**src/rtl/wb_mem_pipe_if.sv**
```systemverilog
// Pipelined Wishbone bus bundle between a master and the wb_mem_pipe slave.
// Signal names keep the slave-side _i/_o suffixes so the slave port list reads as the bus definition.
interface wb_mem_pipe_if #(
    parameter int G_ADDR_SIZE = 8,
    parameter int G_DATA_SIZE = 16
);
    logic                       wb_cyc_i;
    logic                       wb_stall_o;
    logic                       wb_stb_i;
    logic                       wb_ack_o;
    logic                       wb_err_o;
    logic                       wb_we_i;
    logic [G_ADDR_SIZE-1:0]     wb_addr_i;
    logic [G_DATA_SIZE/8-1:0]   wb_sel_i;
    logic [G_DATA_SIZE-1:0]     wb_data_i;
    logic [G_DATA_SIZE-1:0]     wb_data_o;

    modport slave (
        input  wb_cyc_i, wb_stb_i, wb_we_i, wb_addr_i, wb_sel_i, wb_data_i,
        output wb_stall_o, wb_ack_o, wb_err_o, wb_data_o
    );

    modport master (
        output wb_cyc_i, wb_stb_i, wb_we_i, wb_addr_i, wb_sel_i, wb_data_i,
        input  wb_stall_o, wb_ack_o, wb_err_o, wb_data_o
    );
endinterface

```
**src/rtl/wb_mem_pipe.sv**
```systemverilog
// Pipelined Wishbone slave RAM: fixed G_LATENCY response delay, G_DEPTH words, ERR beyond depth.
// Optional macro WB_MEM_PIPE_SEL_EN enables byte-lane write masking via wb_sel_i.
module wb_mem_pipe #(
    parameter int G_ADDR_SIZE = 8,
    parameter int G_DATA_SIZE = 16,
    parameter int G_DEPTH     = 2**G_ADDR_SIZE,
    parameter int G_LATENCY   = 1
) (
    input  logic            clk_i,
    input  logic            rst_i,
    wb_mem_pipe_if.slave    wb
);
    localparam int NB = G_DATA_SIZE / 8;
    localparam logic [G_ADDR_SIZE:0] DEPTH_W = (G_ADDR_SIZE+1)'(G_DEPTH);

    logic                   accept;
    logic                   in_range;
    logic [G_DATA_SIZE-1:0] rd_word;

    logic [G_DATA_SIZE-1:0] mem_q [G_DEPTH];

    logic [G_LATENCY-1:0]   ack_q, ack_d;
    logic [G_LATENCY-1:0]   err_q, err_d;
    logic [G_DATA_SIZE-1:0] data_q [G_LATENCY];
    logic [G_DATA_SIZE-1:0] data_d [G_LATENCY];

    // Handshake: a request is taken on any rising edge where cyc & stb are high and stall is low;
    // each taken request yields exactly one ack or err pulse G_LATENCY cycles later, in order.
    assign wb.wb_stall_o = rst_i;
    assign accept        = wb.wb_cyc_i & wb.wb_stb_i & ~rst_i;
    assign in_range      = {1'b0, wb.wb_addr_i} < DEPTH_W;

    always_comb begin
        rd_word = '0;
        if (in_range) begin
            rd_word = mem_q[wb.wb_addr_i];
        end
    end

    always_ff @(posedge clk_i) begin
        if (accept && in_range && wb.wb_we_i) begin
`ifdef WB_MEM_PIPE_SEL_EN
            for (int b = 0; b < NB; b++) begin
                if (wb.wb_sel_i[b]) begin
                    mem_q[wb.wb_addr_i][b*8 +: 8] <= wb.wb_data_i[b*8 +: 8];
                end
            end
`else
            mem_q[wb.wb_addr_i] <= wb.wb_data_i;
`endif
        end
    end

    // Dropping cyc flushes every in-flight response; reset does the same in the register process.
    always_comb begin
        ack_d = '0;
        err_d = '0;
        for (int i = 0; i < G_LATENCY; i++) begin
            data_d[i] = '0;
        end
        if (wb.wb_cyc_i) begin
            ack_d[0]  = accept & in_range;
            err_d[0]  = accept & ~in_range;
            data_d[0] = (accept && in_range && !wb.wb_we_i) ? rd_word : '0;
            for (int i = 1; i < G_LATENCY; i++) begin
                ack_d[i]  = ack_q[i-1];
                err_d[i]  = err_q[i-1];
                data_d[i] = data_q[i-1];
            end
        end
    end

    always_ff @(posedge clk_i) begin
        if (rst_i) begin
            ack_q <= '0;
            err_q <= '0;
            for (int i = 0; i < G_LATENCY; i++) begin
                data_q[i] <= '0;
            end
        end else begin
            ack_q <= ack_d;
            err_q <= err_d;
            for (int i = 0; i < G_LATENCY; i++) begin
                data_q[i] <= data_d[i];
            end
        end
    end

    assign wb.wb_ack_o  = ack_q[G_LATENCY-1];
    assign wb.wb_err_o  = err_q[G_LATENCY-1];
    assign wb.wb_data_o = data_q[G_LATENCY-1];
endmodule

```
**src/flat_wrapper.sv**
```systemverilog
// flat-port wrapper written by rule: the top's interface ports become plain ports
module wb_mem_pipe_flat 
#(
    parameter int G_ADDR_SIZE = 8,
    parameter int G_DATA_SIZE = 16,
    parameter int G_DEPTH     = 2**G_ADDR_SIZE,
    parameter int G_LATENCY   = 1
)
  (clk_i, rst_i, wb_wb_cyc_i, wb_wb_stb_i, wb_wb_we_i, wb_wb_addr_i, wb_wb_sel_i, wb_wb_data_i, wb_wb_stall_o, wb_wb_ack_o, wb_wb_err_o, wb_wb_data_o);
  wb_mem_pipe_if #(.G_ADDR_SIZE(G_ADDR_SIZE), .G_DATA_SIZE(G_DATA_SIZE)) wb_i ();
  input  logic clk_i;
  input  logic rst_i;
  input wire logic [$bits(wb_i.wb_cyc_i)-1:0] wb_wb_cyc_i;
  input wire logic [$bits(wb_i.wb_stb_i)-1:0] wb_wb_stb_i;
  input wire logic [$bits(wb_i.wb_we_i)-1:0] wb_wb_we_i;
  input wire logic [$bits(wb_i.wb_addr_i)-1:0] wb_wb_addr_i;
  input wire logic [$bits(wb_i.wb_sel_i)-1:0] wb_wb_sel_i;
  input wire logic [$bits(wb_i.wb_data_i)-1:0] wb_wb_data_i;
  output wire logic [$bits(wb_i.wb_stall_o)-1:0] wb_wb_stall_o;
  output wire logic [$bits(wb_i.wb_ack_o)-1:0] wb_wb_ack_o;
  output wire logic [$bits(wb_i.wb_err_o)-1:0] wb_wb_err_o;
  output wire logic [$bits(wb_i.wb_data_o)-1:0] wb_wb_data_o;
  assign wb_i.wb_cyc_i = wb_wb_cyc_i;
  assign wb_i.wb_stb_i = wb_wb_stb_i;
  assign wb_i.wb_we_i = wb_wb_we_i;
  assign wb_i.wb_addr_i = wb_wb_addr_i;
  assign wb_i.wb_sel_i = wb_wb_sel_i;
  assign wb_i.wb_data_i = wb_wb_data_i;
  assign wb_wb_stall_o = wb_i.wb_stall_o;
  assign wb_wb_ack_o = wb_i.wb_ack_o;
  assign wb_wb_err_o = wb_i.wb_err_o;
  assign wb_wb_data_o = wb_i.wb_data_o;
  wb_mem_pipe #(.G_ADDR_SIZE(G_ADDR_SIZE), .G_DATA_SIZE(G_DATA_SIZE), .G_DEPTH(G_DEPTH), .G_LATENCY(G_LATENCY)) u_core (.clk_i(clk_i), .rst_i(rst_i), .wb(wb_i));
endmodule
```
**config.mk**
```make
export PLATFORM = sky130hd
export DESIGN_NAME = wb_mem_pipe_flat
export DESIGN_NICKNAME = d
export VERILOG_FILES = /design/src/rtl/wb_mem_pipe_if.sv /design/src/rtl/wb_mem_pipe.sv /design/src/flat_wrapper.sv
export SDC_FILE = /design/constraint.sdc
export NUM_CORES = 2
export LEC_CHECK = 0
export CORE_MARGIN = 2
export CORE_UTILIZATION = 60
export DETAILED_ROUTE_END_ITERATION = 8
export PLACE_DENSITY_LB_ADDON = 0.3
export SETUP_SLACK_MARGIN = 0.2
export SKIP_CTS_REPAIR_TIMING = 1
export SLEW_MARGIN = 25
export SYNTH_ARGS = -nofsm -noshare
export SYNTH_HDL_FRONTEND = slang
export SYNTH_MEMORY_MAX_BITS = 65536
export SYNTH_SLANG_ARGS = --single-unit
```
**constraint.sdc**
```tcl
create_clock -name clk_i -period 8 [get_ports clk_i]
set_input_delay 1.6 -clock clk_i [delete_from_list [all_inputs] [get_ports clk_i]]
set_output_delay 1.6 -clock clk_i [all_outputs]
set_load 0.02 [all_outputs]
```
## After elaboration in Yosys (flattened, before gate mapping)

Memories as Yosys holds them, arrays and structs flattened.
Cells that the tools add are included.

- Memory bits (writable): 4,112
- Output and inout port bits: 19
- Bits of input ports: 31
- Flip-flop bits (word level): 1
- Memories: 2
- Word-level logic and storage cells: 21

- Mux-type cells: 9
- Bitwise logic cells: 4
- Reduce and logical (&&, ||, !) cells: 5

Memory list:

| name | words | bits a word | read ports | clocked after Yosys merged registers in | wr ports | line | source |
|---|---|---|---|---|---|---|---|
| u_core.mem_q | 256 | 16 | 1 | 0 | 1 | wb_mem_pipe.sv:20 | `logic [G_DATA_SIZE-1:0] mem_q [G_DEPTH];` |
| u_core.data_q | 1 | 16 | 1 | 0 | 1 | wb_mem_pipe.sv:24 | `logic [G_DATA_SIZE-1:0] data_q [G_LATENCY];` |

Operator list:

| kind | number |
|---|---|
| 16-bit two-way mux | 3 |
| 16-bit OR reduction | 1 |
| 1-bit two-way mux | 6 |
| 1-bit AND | 2 |
| 1-bit logical AND | 2 |
| 1-bit inverter | 2 |
| 2-bit OR reduction | 1 |
| 1-bit logical NOT | 1 |

## Depth between registers and ports, before layout

- Depth after elaboration: 6
- Mapped depth: 12
- Mapped depth without buffers: 7

## Worst setup path before layout

OpenSTA, ideal clock, no wires.

- Kind: in2reg
- Start: in wb_wb_addr_i[1]
- End: mem u_core.mem_q[112][0], enable pin
- Data arrival time: 3,816 ps
- Required time: 7,612 ps
- Path slack: 3,795 ps
- Library setup time: 388 ps
- Stages on the path: 10
- Cell sequence: buf_6 -> buf_6 -> buf_6 -> buf_6 -> buf_4 -> buf_4 -> nor3b_2 -> nand2_1 -> clkbuf_1 -> nor2_1

RTL lines:

| item | line | source |
|---|---|---|
| from (decl) | flat_wrapper.sv:16 | `input wire logic [$bits(wb_i.wb_addr_i)-1:0] wb_wb_addr_i;` |
| to (decl) | wb_mem_pipe.sv:20 |  |

Straight into the memory's write port.

## Worst setup path after layout

- Start: in wb_wb_addr_i[5]
- End: mem u_core.data_q[0][7]

- Longest elaborated chain between the ends: 4

RTL lines:

| item | line | source |
|---|---|---|
| memory read 256 x 16 bit | - |  |
| 16-bit two-way mux | wb_mem_pipe.sv:64 | `data_d[0] = (accept && in_range && !wb.wb_we_i) ? rd_word : '0;` |
| 16-bit two-way mux | wb_mem_pipe.sv:61 | `if (wb.wb_cyc_i) begin` |
| 16-bit two-way mux (no line) | - |  |
| to (decl) | wb_mem_pipe.sv:24 |  |

Every way passes these cells.

==> flow_metrics.env <==
export IMPL_drt_total_wl_mm=393
export IMPL_outcome="finished, final reports clean"
export IMPL_ir_drop_v=0.000218
export IMPL_cts_sinks=4113
export IMPL_r2r_start="u_core.mem_q[134][15]"
export IMPL_core_area_mm2=0.262
export IMPL_via_per_inst=6.73
export IMPL_rows=188
export IMPL_holdPathStages=5
export IMPL_cts_tree="built"
export IMPL_worstMarginPinSlew_ns=1.22
export IMPL_syn_nets=7850
export IMPL_p_leak_nw=57.2
export IMPL_synth_cell_types=51
export IMPL_cp_required_ns=8.76
export IMPL_cap_violations=0
export IMPL_clk_pin_slew_ns=0.06
export IMPL_gp_congestion=0.918
export IMPL_fin_setup_tns_ns=0
export IMPL_drtAntennaViolNets=0
export IMPL_clockBufferDepth=4
export IMPL_synth_edff_count=4096
export IMPL_relSlewSlack_pct=17.9
export IMPL_hold_path_class="flop to flop"
export IMPL_cts_buffers=388
export IMPL_dp_hpwl_mm=223
export IMPL_yosysSeqAreaShare_pct=78.1
export IMPL_max_clock_freq_ghz=0.177
export IMPL_setup_viol=0
export IMPL_initial_utilization_pct=60.2
export IMPL_drive_gt1_share_pct=18.5
export IMPL_cp_start_kind="primary input"
export IMPL_grt_overflow_total=0
export IMPL_netlist_instances=7819
export IMPL_rsz0062_at_grt="false"
export IMPL_grt_max_degree=197
export IMPL_grt_total_usage_pct=29.2
export IMPL_async_flop_share_pct=0
export IMPL_io_pin_count=50
export IMPL_die_area_mm2=0.267
export IMPL_die_h_um=517
export IMPL_crit_arrival_ns=6.41
export IMPL_clkLatencyLatePin_ns=0.91
export IMPL_die_x_um=517
export IMPL_ys_flop_type="edfxtp_1"
export IMPL_avgRoutedWirePerCell_um=32.6
export IMPL_cts_root_buf="clkbuf_16"
export IMPL_drtPass1Iterations=6
export IMPL_stdcell_count=12000
export IMPL_postSynthAreaPerCell_um2=20.2
export IMPL_startpoint="wb_wb_addr_i[5]"
export IMPL_finalHoldViolCount=0
export IMPL_finClkSkew_ns=0.0505
export IMPL_synth_seq_cells=4113
export IMPL_ys_warnings_count=0
export IMPL_hold_start="u_core.mem_q[60][2]"
export IMPL_path_max_fanout=20
export IMPL_p_per_area_mw_per_mm2=246
export IMPL_whs_ns=0.935
export IMPL_antenna_found_initial=11
export IMPL_dp_cells=11300
export IMPL_path_class="primary input to flop"
export IMPL_drt_iter0_markers=11700
export IMPL_drc=0
export IMPL_netlist_area_mm2=0.158
export IMPL_reg2reg_depth=7
export IMPL_final_nets=8240
export IMPL_syn_to_final_growth_pct=11.7
export IMPL_grt_pass1_wl_mm=558
export IMPL_cp_end_kind="flop"
export IMPL_htree_levels=5
export IMPL_grt_pass1_vias=78900
export IMPL_drv_slew=0
export IMPL_num_vias=81100
export IMPL_period_needed_ns=5.65
export IMPL_port_buffers=46
export IMPL_min_period_over_period_pct=70.6
[per-stage QoR]
step / area [um^2] / setup WS (ns) / total power, mW / utilization (%)
floorplan: 158000 / 3.80 / 25.1 / -
global placement: 164000 / 1.55 / 25.8 / 62.6
detailed placement: 164000 / 1.56 / 25.9 / 62.6
CTS: 176000 / 2.46 / 43.4 / 67.3
global route: 176000 / 2.53 / 44.3 / 67.3
finish: 176000 / 2.35 / 43.3 / 67.3
[cell usage in the layout, fill, tap and decap left out, drive strengths merged, types with 17 or more instances in the layout]
cell type	n
clkinv	170
nor2	290
edfxtp	4096
a221o	64
a22oi	153
o211ai	30
o22ai	256
nand2b	68
o21ai	142
a221oi	65
mux4	544
nand4	126
mux2i	945
clkdlybuf4s50	26
bufinv	32
dfxtp	17
buf	439
nand2	161
nand3	137
nor4	64
a21oi	82
clkbuf	481
[metal layers]
layer  wire, um  vias to the layer above  share of wire (%)  global-route usage (%)
li1           -                    33200                  -                       -
met1     144000                    42000                 37                    40.4
met2     185000                     5047                 47                    45.0
met3      41900                      823                 11                    6.05
met4      22100                        8                5.6                    14.3
met5         64                        -              0.016                       0
[synth_stat cells, types with 45 or more instances]
cell / n / share of area [%]
a21oi_1: 82 / 0.26
a221o_1: 64 / 0.41
a221oi_1: 65 / 0.36
a22oi_1: 153 / 0.73
buf_2: 203 / 0.64
buf_4: 56 / 0.27
buf_6: 45 / 0.32
clkbuf_1: 145 / 0.34
edfxtp_1: 4096 / 78
mux2i_1: 945 / 6.0
mux4_2: 544 / 7.8
nand2_1: 161 / 0.38
nand2b_1: 68 / 0.27
nand3_1: 137 / 0.43
nand4_1: 125 / 0.50
nor2_1: 286 / 0.68
nor4_1: 64 / 0.25
o21ai_0: 114 / 0.36
o22ai_1: 256 / 1.0
[critical path: stages]
cell	delay, ns
clkdlybuf4s50_1	1.17
or4b_2	0.72
buf_4	0.47
o22ai_1	0.15
nor4_1	0.97
nand3_1	0.16
o21ai_0	0.49
and4_1	0.50
o211ai_1	0.13
[registers in the layout (all words and copies together), names as in the netlist]
name                count
u_core.wb.wb_ack_o      1
u_core.mem_q         4096
u_core.data_q          16
[power by group]
part | leakage, nW | total (mW) | internal, mW | switching [mW]
combinational | 14.3 | 1.76 | 0.569 | 1.19
sequential | 36.9 | 23.7 | 23.7 | 0.00869
clock | 6.00 | 17.8 | 10.1 | 7.71
total | 57.2 | 43.3 | 34.4 | 8.91
[layout make-up]
type | instances | area [um^2]
fillers | 16100 | 85700
repair buffers | 465 | 4170
flip-flops and latches | 4113 | 123000
well taps | 3515 | 4400
clock buffers | 481 | 10200
inverters | 3 | 11.3
diodes | 6 | 15.0
multi-input cells | 3238 | 32200
clock inverters | 226 | 2000
[cell families after synthesis]
| group | share of synthesized area [%] |
|---|---|
| buffers and inverters | 1.62 |
| and+or+nand+nor | 2.81 |
| DFF | 78.1 |
| AOI/OAI and AO/OA | 3.58 |
| muxes | 13.9 |
| other | 0.00238 |
[path summary, 6_finish.rpt]
| path | to | slack, ns |
|---|---|---|
| setup / recovery | u_core.data_q[0][7] | 2.35 |
| hold / removal | u_core.data_q[0][2] | 0.93 |
| setup reg to reg | u_core.data_q[0][15] | 4.72 |
| hold reg to reg | u_core.data_q[0][2] | 0.93 |
No activity file was read; power rests on OpenSTA's default activity.
